--- config.mk ---
export PLATFORM = sky130hd
export DESIGN_NAME = vram_arbiter
export DESIGN_NICKNAME = d
export VERILOG_FILES = /design/src/rtl/etch_pkg.sv /design/src/rtl/rr_arbiter2.sv /design/src/rtl/vram_arbiter.sv
export SDC_FILE = /design/constraint.sdc
export NUM_CORES = 1
export LEC_CHECK = 0
export CAP_MARGIN = 0
export CORE_MARGIN = 1
export CORE_UTILIZATION = 30
export CTS_BUF_LIST = sky130_fd_sc_hd__clkbuf_8 sky130_fd_sc_hd__clkbuf_16
export CTS_CLUSTER_SIZE = 20
export DETAILED_ROUTE_END_ITERATION = 16
export GPL_ROUTABILITY_DRIVEN = 0
export GPL_TIMING_DRIVEN = 0
export SLEW_MARGIN = 20
export SYNTH_ARGS = -nofsm -noshare
export SYNTH_HDL_FRONTEND = slang
export SYNTH_HIERARCHICAL = 1
export SYNTH_SLANG_ARGS = --single-unit
export TNS_END_PERCENT = 100
--- constraint.sdc ---
create_clock -name clk -period 6.1 [get_ports clk]
set_input_delay 1.22 -clock clk [delete_from_list [all_inputs] [get_ports clk]]
set_output_delay 1.22 -clock clk [all_outputs]
set_load 0.005 [all_outputs]
--- src/rtl/etch_pkg.sv ---
// Shared display geometry, VRAM field types and the VRAM arbiter FSM encoding
// for the etch-a-sketch display path.
package etch_pkg;

    localparam int DISPLAY_W = 320;
    localparam int DISPLAY_H = 240;

    typedef logic [16:0] vram_addr_t;
    typedef logic [7:0]  color_t;
    typedef logic [8:0]  pixel_x_t;
    typedef logic [7:0]  pixel_y_t;

    typedef enum logic {
        S_IDLE,
        S_CLEAR
    } vram_arb_state_t;

endpackage

--- src/rtl/rr_arbiter2.sv ---
// Two-requester round-robin arbiter. The pointer moves only when the caller
// reports that the offered grant was actually taken.
module rr_arbiter2 (
    input  logic       clk,
    input  logic       rst,
    input  logic [1:0] req,
    input  logic       advance,
    output logic [1:0] grant
);

    logic favor_wr1;

    // NOTE: every output of a combinational block gets a default first, so
    // no path through the case can leave it unassigned and infer a latch.
    always_comb begin
        grant = 2'b00;
        case (req)
            2'b01:   grant = 2'b01;
            2'b10:   grant = 2'b10;
            2'b11:   grant = favor_wr1 ? 2'b10 : 2'b01;
            default: grant = 2'b00;
        endcase
    end

    // NOTE: state registers use non-blocking assignment so every flop samples
    // the pre-edge values regardless of block ordering.
    always_ff @(posedge clk or posedge rst) begin
        if (rst) begin
            favor_wr1 <= 1'b0;
        end else if (advance && (grant != 2'b00)) begin
            favor_wr1 <= grant[0];
        end
    end

endmodule

--- src/rtl/vram_arbiter.sv ---
// Single-port VRAM access controller: display reads first, then the clear
// sweep, then round-robin touch-point writes.
module vram_arbiter
    import etch_pkg::*;
#(
    parameter int                DISPLAY_W   = etch_pkg::DISPLAY_W,
    parameter int                DISPLAY_H   = etch_pkg::DISPLAY_H,
    parameter int                DATA_W      = 8,
    parameter int                ADDR_W      = 17,
    parameter logic [DATA_W-1:0] CLEAR_COLOR = '0
) (
    input  logic              clk,
    input  logic              rst,
    input  logic              rd_req,
    input  logic [ADDR_W-1:0] rd_addr,
    output logic              rd_ack,
    output logic              rd_valid,
    output logic [DATA_W-1:0] rd_data,
    input  logic              wr0_req,
    input  logic [8:0]        wr0_x,
    input  logic [7:0]        wr0_y,
    input  logic [DATA_W-1:0] wr0_color,
    output logic              wr0_ack,
    input  logic              wr1_req,
    input  logic [8:0]        wr1_x,
    input  logic [7:0]        wr1_y,
    input  logic [DATA_W-1:0] wr1_color,
    output logic              wr1_ack,
    input  logic              clear_req,
    output logic              clear_busy,
    output logic [ADDR_W-1:0] vram_addr,
    output logic              vram_wr_ena,
    output logic [DATA_W-1:0] vram_wr_data,
    input  logic [DATA_W-1:0] vram_rd_data
);

    localparam logic [ADDR_W-1:0] LAST_ADDR = ADDR_W'(DISPLAY_W * DISPLAY_H - 1);

    vram_arb_state_t   state, state_next;
    logic [ADDR_W-1:0] clear_cnt;
    logic              clear_step;
    logic              touch_slot;
    logic [1:0]        touch_grant;
    pixel_x_t          sel_x;
    pixel_y_t          sel_y;
    logic [DATA_W-1:0] sel_color;

    // 320 = 256 + 64, so the default width needs only shifts and adds.
    function automatic logic [ADDR_W-1:0] pixel_addr(input pixel_x_t x, input pixel_y_t y);
        if (DISPLAY_W == 320)
            return (ADDR_W'(y) << 8) + (ADDR_W'(y) << 6) + ADDR_W'(x);
        else
            return ADDR_W'(y) * ADDR_W'(DISPLAY_W) + ADDR_W'(x);
    endfunction

    function automatic logic in_range(input pixel_x_t x, input pixel_y_t y);
        return (int'(x) < DISPLAY_W) && (int'(y) < DISPLAY_H);
    endfunction

    assign touch_slot = !rst && !rd_req && (state == S_IDLE);

    rr_arbiter2 u_rr (
        .clk     (clk),
        .rst     (rst),
        .req     ({wr1_req, wr0_req}),
        .advance (touch_slot),
        .grant   (touch_grant)
    );

    assign sel_x     = touch_grant[1] ? wr1_x     : wr0_x;
    assign sel_y     = touch_grant[1] ? wr1_y     : wr0_y;
    assign sel_color = touch_grant[1] ? wr1_color : wr0_color;

    // Grants are held off while reset is asserted so nothing reaches the RAM.
    always_comb begin
        rd_ack       = 1'b0;
        wr0_ack      = 1'b0;
        wr1_ack      = 1'b0;
        vram_addr    = '0;
        vram_wr_ena  = 1'b0;
        vram_wr_data = '0;
        clear_step   = 1'b0;
        if (rst) begin
            rd_ack = 1'b0;
        end else if (rd_req) begin
            rd_ack    = 1'b1;
            vram_addr = rd_addr;
        end else if (state == S_CLEAR) begin
            clear_step   = 1'b1;
            vram_addr    = clear_cnt;
            vram_wr_ena  = 1'b1;
            vram_wr_data = CLEAR_COLOR;
        end else if (touch_grant != 2'b00) begin
            wr0_ack      = touch_grant[0];
            wr1_ack      = touch_grant[1];
            vram_addr    = pixel_addr(sel_x, sel_y);
            vram_wr_ena  = in_range(sel_x, sel_y);
            vram_wr_data = sel_color;
        end
    end

    always_comb begin
        state_next = state;
        case (state)
            S_IDLE:  if (clear_req) state_next = S_CLEAR;
            S_CLEAR: if (clear_step && (clear_cnt == LAST_ADDR)) state_next = S_IDLE;
            default: state_next = S_IDLE;
        endcase
    end

    // NOTE: reset abandons a partial sweep; the next clear starts again at 0.
    always_ff @(posedge clk or posedge rst) begin
        if (rst) begin
            state     <= S_IDLE;
            clear_cnt <= '0;
            rd_valid  <= 1'b0;
        end else begin
            state    <= state_next;
            rd_valid <= rd_ack;
            if ((state == S_IDLE) && clear_req)
                clear_cnt <= '0;
            else if (clear_step)
                clear_cnt <= clear_cnt + 1'b1;
        end
    end

    assign clear_busy = (state == S_CLEAR);
    assign rd_data    = vram_rd_data;

endmodule

==> run summary, run 1 <==
Total Neg Setup Slack = 0 ns
standard-cell row count = 30
area of the die = 7720 µm²
WL/cell = 15.0 µm
maximum fanout along the worst path = 19
initial cell density of the core = 31.9%
mean area per synthesized cell = 8.16 µm²
Die X = 87.9 µm
combined area of all synthesized cells = 2210 µm²
WP data required = 4.88 ns
maximum buffer depth of the clock tree = 2
most common flop cell mapped by yosys = dfrtp_1
path class of the lowest-slack min-delay path = flip-flop to flip-flop
final net count = 486
arrival time of data at the critical path endpoint = 4.70 ns
placeable core region = 6940 µm²
antenna-violating nets left = 0
TritonCTS clock tree = built
DRT Wirelength = 7210 µm
global-route wire length before repair = 10800 µm
number of sinks driven by the clock tree = 20
Boundary Pins = 120
CTS Root Buffer Type = clkbuf_8
number of maximum-capacitance violations = 0
worst-skew pair later-pin latency = 0.26 ns
pin count of the biggest net entering global routing = 20
number of antenna repair diodes = 0
Detailed Route Iter0 Violations = 47
count of flip-flops with a built-in enable after synthesis = 0
antenna violations before repair = 0
number of setup violations in the final report = 0
Residual DRC = 0
Net Count, Synth = 370
uppermost routed layer = met4
GRT Residual Overflow = 0
Yosys warning count = 6
count of final max-slew check failures = 0
CP Class = input pin to output pin
Synth-to-Final Area Change = 61.3%
Met1 Wirelength = 3350 µm
number of buffers added by the clock tree synthesis step = 3
Static Leakage = 1.50 nW
number of different library cells in the post-synthesis netlist = 53
crit path time final = 5.92 ns
Period Utilization, post-route = 97.0%
worst hold slack across all endpoints = 0.504 ns
maximum clock frequency = 169 MHz
WL met2 = 3390 µm
Crit. End Element = output pin
DIE HEIGHT = 87.9 µm
post-synthesis async set-or-reset flop share = 100%
half-perimeter wire length after detailed placement = 5880 µm
clock slew at reported path FFs = 0.07 ns
maximum ir drop on the vdd rail = 0.0000775 V
headroom to the max-slew limit = 48.8%
ratio of cells with drive above 1 in the final layout = 11.9%
slew at the pin closest to its max-slew limit = 0.767 ns
# H-tree levels = 1
Buffers on Ports = 110
areal power density over the cells = 161 nW/µm²
cells after synthesis = 271
vias in the first global route = 2170
largest clock skew in the final design = 0.00412 ns
register bit count reported by yosys = 20
sequential share of the synthesized area = 22.6%
Detail Route met3 WL = 429 µm
critical path startpoint category = input pin
detailed-route vias per instance = 5.02
via total after detailed routing = 2421
final count of hold timing violations = 0
Global Route Usage Sum = 18.1%
final design utilization = 51.4%
total iterations of the first detailed-routing run = 4
run status = complete, no violations
## Yosys cell counts, types with 4 or more instances
cell	instances	share of area [%]
clkbuf_1	4	0.68
a211oi_1	4	1.4
nand2_1	26	4.4
a221oi_1	6	2.4
o21ai_0	14	3.2
nor3_1	10	2.3
nor2b_1	4	1.1
a21oi_1	11	2.5
nor2_1	25	4.2
buf_4	10	3.4
dfrtp_1	20	23
a22oi_1	10	3.4
buf_2	5	1.1
mux2_2	7	3.6
ha_1	16	9.0
nand3_1	9	2.0
inv_1	13	2.2
o21a_1	5	1.7
mux2i_1	22	10
xor2_1	4	1.6
o21ai_1	4	0.91
## metal layers
metal,vias up,GRT usage [%]
met5,-,0
met4,0,2.24
met3,4,3.30
met2,66,30.1
met1,1136,24.9
li1,1215,-
## layout make-up
class,instances,area (µm²)
inverters,13,48.8
well taps,96,120
multi-input cells,217,1570
clock buffers,4,55.1
flip-flops and latches,20,500
repair buffers,112,1120
plain buffers,20,153
fillers,677,3380
## stage by stage
stage               cells  worst slack [ns]  area (µm²)  power, mW
floorplan             271             0.825        2210      0.341
global placement      477            -0.582        3430      0.452
detailed placement    477            -0.534        3430      0.455
CTS                   482            0.0369        3530      0.569
global route          482          -0.00458        3570      0.619
finish                482             0.182        3570      0.574
## report_power, final
group | internal, mW | switching (mW)
Sequential | 0.144 | 0.0157
Clock | 0.0575 | 0.0460
Combinational | 0.169 | 0.142
## registers in the layout, indices dropped and copies added (netlist names)
register and cells:
u_rr/favor_wr1 1, rd_valid 1, clear_cnt 17, clear_busy 1
## worst paths after layout
path	startpoint	to	slack, ns	cells after the start
min in group asynchronous	rst	u_rr/favor_wr1	1.27	2
worst max register to register	clear_busy	clear_cnt[11]	4.39	5
worst min register to register	u_rr/favor_wr1	u_rr/favor_wr1	0.50	1
worst max-delay path	wr1_req	vram_addr[12]	0.18	15
max in group asynchronous	rst	clear_cnt[5]	3.82	3
worst min-delay path	u_rr/favor_wr1	u_rr/favor_wr1	0.50	1
## cells in the final DEF (no fill, tap or decap), drive strengths merged, types with 10 or more instances in the layout
master	count
inv	13
a22oi	10
ha	16
nand3	11
clkdlybuf4s50	108
mux2i	22
nor2	27
nor3	11
buf	18
o21ai	19
dfrtp	20
a21oi	11
nand2	27
## timing repair
item | CTS | global route
resized for setup | 9 | 11
hold buffers | 0 | 0
setup buffers | 2 | 0
setup endpoints to repair | 8 | 5
pin swaps | 2 | 4
## worst max-delay path, stage by stage
cell	delay (ns)
clkdlybuf4s50_1	0.44
a21boi_2	0.16
buf_4	0.14
buf_12	0.15
buf_12	0.15
mux2i_4	0.19
fa_2	0.60
inv_1	0.05
ha_1	0.31
a211oi_2	0.18
o21bai_1	0.13
a21oi_1	0.19
xor2_1	0.09
o21ai_0	0.16
clkdlybuf4s50_1	0.52
## logic make-up (layout without fill, tap and decap cells)
logic type / after synthesis / in the layout / synth area share [%]
AND/OR/NAND/NOR: 96 / 96 / 21.9
AO/OA/AOI/OAI: 69 / 69 / 21.0
XOR/XNOR: 5 / 5 / 1.98
adder cells (fa/ha/maj): 18 / 18 / 10.9
flip-flops: 20 / 20 / 22.6
buffers and inverters: 34 / 149 / 8.09
multiplexers: 29 / 29 / 13.5
No activity file was read; power rests on OpenSTA's default activity.
==> inputs of run 2 (changes only) <==
Settings changed: SYNTH_HIERARCHICAL 1 to not set.
==> run summary, run 2 <==
Residual DRC = 0 (unchanged)
worst hold slack across all endpoints = 0.497 ns (-0.00637 ns)
cells after synthesis = 296 (+9.2%)
Total Neg Setup Slack = 0 ns (unchanged)
count of final max-slew check failures = 0 (unchanged)
half-perimeter wire length after detailed placement = 6130 µm (+4.3%)
antenna-violating nets left = 0 (unchanged)
vias in the first global route = 2396 (+10%)
Detailed Route Iter0 Violations = 86 (+83%)
number of antenna repair diodes = 0 (unchanged)
final net count = 511 (+5.1%)
number of cells in the finished layout apart from fillers = 506 (+5.0%)
worst-skew pair later-pin latency = 0.26 ns (about the same)
global-route wire length before repair = 11600 µm (+7.5%)
Largest Register = clear_cnt
run status = complete, no violations
most repeated cell in the gate-level netlist after synthesis = nand2_1
Static Leakage = 1.59 nW (+5.9%)
via total after detailed routing = 2542 (+5.0%)
leading cell types by count after synthesis = nand2_1, o21ai_0, a21oi_1
maximum buffer depth of the clock tree = 2 (unchanged)
crit path time final = 5.88 ns (-0.0428 ns)
area of the die = 7710 µm² (-0.11%)
largest clock skew in the final design = 0.00254 ns (-0.00158 ns)
initial cell density of the core = 31.8% (-0.036 points)
most common flop cell mapped by yosys = dfrtp_1
count of flip-flops with a built-in enable after synthesis = 0 (unchanged)
setup repair after global routing missed its margin = no
Boundary Pins = 120 (unchanged)
WL/cell = 14.5 µm (-2.7%)
path class of the lowest-slack min-delay path = flip-flop to flip-flop
placed instance count = 503 (+5.5%)
number of different library cells in the post-synthesis netlist = 47 (-11%)
detailed-route vias per instance = 5.02 (about the same)
most frequent standard cell in the layout excluding fill and tap cells = clkdlybuf4s50_1
Period Utilization, post-route = 96.3% (-0.70 points)
highest-count cells in the layout ignoring fill and taps = clkdlybuf4s50_1, nand2_1, o21ai_0
final count of hold timing violations = 0 (unchanged)
Net Count, Synth = 395 (+6.8%)
Yosys warning count = 0 (-6)
number of buffers added by the clock tree synthesis step = 3 (unchanged)
slack of the critical path = 0.224 ns (+0.0428 ns)
Die X = 87.8 µm (about the same)
Post-Place Worst Slack = -0.429 ns (+0.105 ns)
Global Route Usage Sum = 19.0% (+0.94 points)
number of sinks driven by the clock tree = 20 (unchanged)
WP data required = 4.88 ns (about the same)
mean area per synthesized cell = 7.46 µm² (-8.5%)
areal power density over the cells = 130 nW/µm² (-19%)
maximum ir drop on the vdd rail = 0.0000757 V (-2.3%)
Synth-to-Final Area Change = 60.8%
number of flip-flops in the largest register = 17 (unchanged)
sequential share of the synthesized area = 22.7% (+0.026 points)
antenna violations before repair = 0 (unchanged)
maximum fanout along the worst path = 10 (-9)
CTS Root Buffer Type = clkbuf_8
GRT Residual Overflow = 0 (unchanged)
DRT Wirelength = 7360 µm (+2.1%)
ratio of cells with drive above 1 in the final layout = 7.07% (-4.8 points)
CP Class = input pin to output pin
total iterations of the first detailed-routing run = 4 (unchanged)
headroom to the max-slew limit = 46.7% (-2.2 points)
arrival time of data at the critical path endpoint = 4.66 ns (-0.04 ns)
maximum clock frequency = 170 MHz (+0.73%)
number of filler instances in the final layout = 719 (+6.2%)
top cells by area, synth = dfrtp_1, nand2_1, ha_1, o21ai_0, a21oi_1
DIE HEIGHT = 87.8 µm (about the same)
clock slew at reported path FFs = 0.07 ns (about the same)
Buffers on Ports = 111 (+0.91%)
post-synthesis async set-or-reset flop share = 100% (unchanged)
placeable core region = 6940 µm² (unchanged)
critical path startpoint category = input pin
largest area contributor in the synthesized netlist = dfrtp_1
number of maximum-capacitance violations = 0 (unchanged)
number of setup violations in the final report = 0 (unchanged)
# H-tree levels = 1 (unchanged)
Crit. End Element = output pin
register bit count reported by yosys = 20 (unchanged)
slew at the pin closest to its max-slew limit = 0.799 ns (+0.0326 ns)
Tot Pwr = 0.462 mW (-20%)
combined area of all synthesized cells = 2210 µm² (-0.11%)
TritonCTS clock tree = built
standard-cell row count = 30 (unchanged)
pin count of the biggest net entering global routing = 22 (+10%)
area fraction of the dominant cell type after synthesis = 22.7% (+0.026 points)
run 2: metal layers:
layer / global-route usage, % / part of all wire [%] / up-vias
li1: - / - / 1303
met1: 25.1 / 45 / 1172
met2: 33.9 / 51 / 62
met3: 0.943 / 3.3 / 5
met4: 4.32 / 0.77 / 0
met5: 0 / 0 / -
run 2: cell families (layout without fill, tap and decap cells):
family,after synthesis,count (layout),share of synthesized area [%]
DFF,20,20,22.7
and+or+nand+nor,115,115,24.9
xor gates and xnor gates,5,5,1.98
adders and majority gates,18,18,10.5
AOI/OAI and AO/OA,93,93,27.2
buffers and inverters,34,148,7.70
muxes,11,11,5.04
run 2: critical path, stage by stage:
cell	delay, ns
clkdlybuf4s50_1	0.47
and2_1	0.14
buf_6	0.15
buf_8	0.15
mux2i_4	0.24
xor2_1	0.17
ha_1	0.27
ha_1	0.32
a211oi_1	0.33
o211ai_1	0.19
a31oi_1	0.20
nor3_1	0.07
a221o_1	0.29
clkdlybuf4s50_1	0.45
run 2: final cells by class:
| type | count | area [µm²] | area share [%] |
|---|---|---|---|
| Tap cell | 96 | 120 | 3.38 |
| Buffer | 20 | 150 | 4.23 |
| Multi-Input combinational cell | 242 | 1570 | 44.3 |
| Timing Repair Buffer | 112 | 1120 | 31.5 |
| Clock buffer | 3 | 41.3 | 1.16 |
| Inverter | 13 | 48.8 | 1.37 |
| Sequential cell | 20 | 500 | 14.1 |
run 2: path summary, 6_finish.rpt:
path                              startpoint       endpoint  slack (ns)  cells after the start
worst max-delay path                 wr1_req  vram_addr[16]        0.22                     14
worst min-delay path            clear_cnt[7]   clear_cnt[7]        0.50                      1
worst max register to register    clear_busy  clear_cnt[14]        4.34                      6
worst min register to register  clear_cnt[7]   clear_cnt[7]        0.50                      1
max in group asynchronous                rst   clear_cnt[0]        4.05                      2
min in group asynchronous                rst  clear_cnt[14]        1.55                      2
run 2: power breakdown:
group,switching [mW],internal [mW]
registers,0.0128,0.140
clock network,0.0440,0.0441
logic,0.0990,0.122
run 2: stage by stage:
| step | cell area (µm²) | utilization [%] |
|---|---|---|
| floorplan | 2210 | - |
| global placement | 3440 | 49.5 |
| detailed placement | 3440 | 49.5 |
| CTS | 3510 | 50.5 |
| global route | 3550 | 51.2 |
| finish | 3550 | 51.2 |
run 2: repair_timing:
item | CTS | global route
pin swaps | 0 | 3
setup buffers | 0 | 1
resized for setup | 9 | 14
hold buffers | 0 | 0
endpoints found under the setup margin | 6 | 5
==> inputs of run 3 (changes only) <==
Settings changed: CTS_CLUSTER_SIZE 20 to not set.
==> results of run 3 <==
The final DEF is identical to that of run 2; final timing and power are the same.
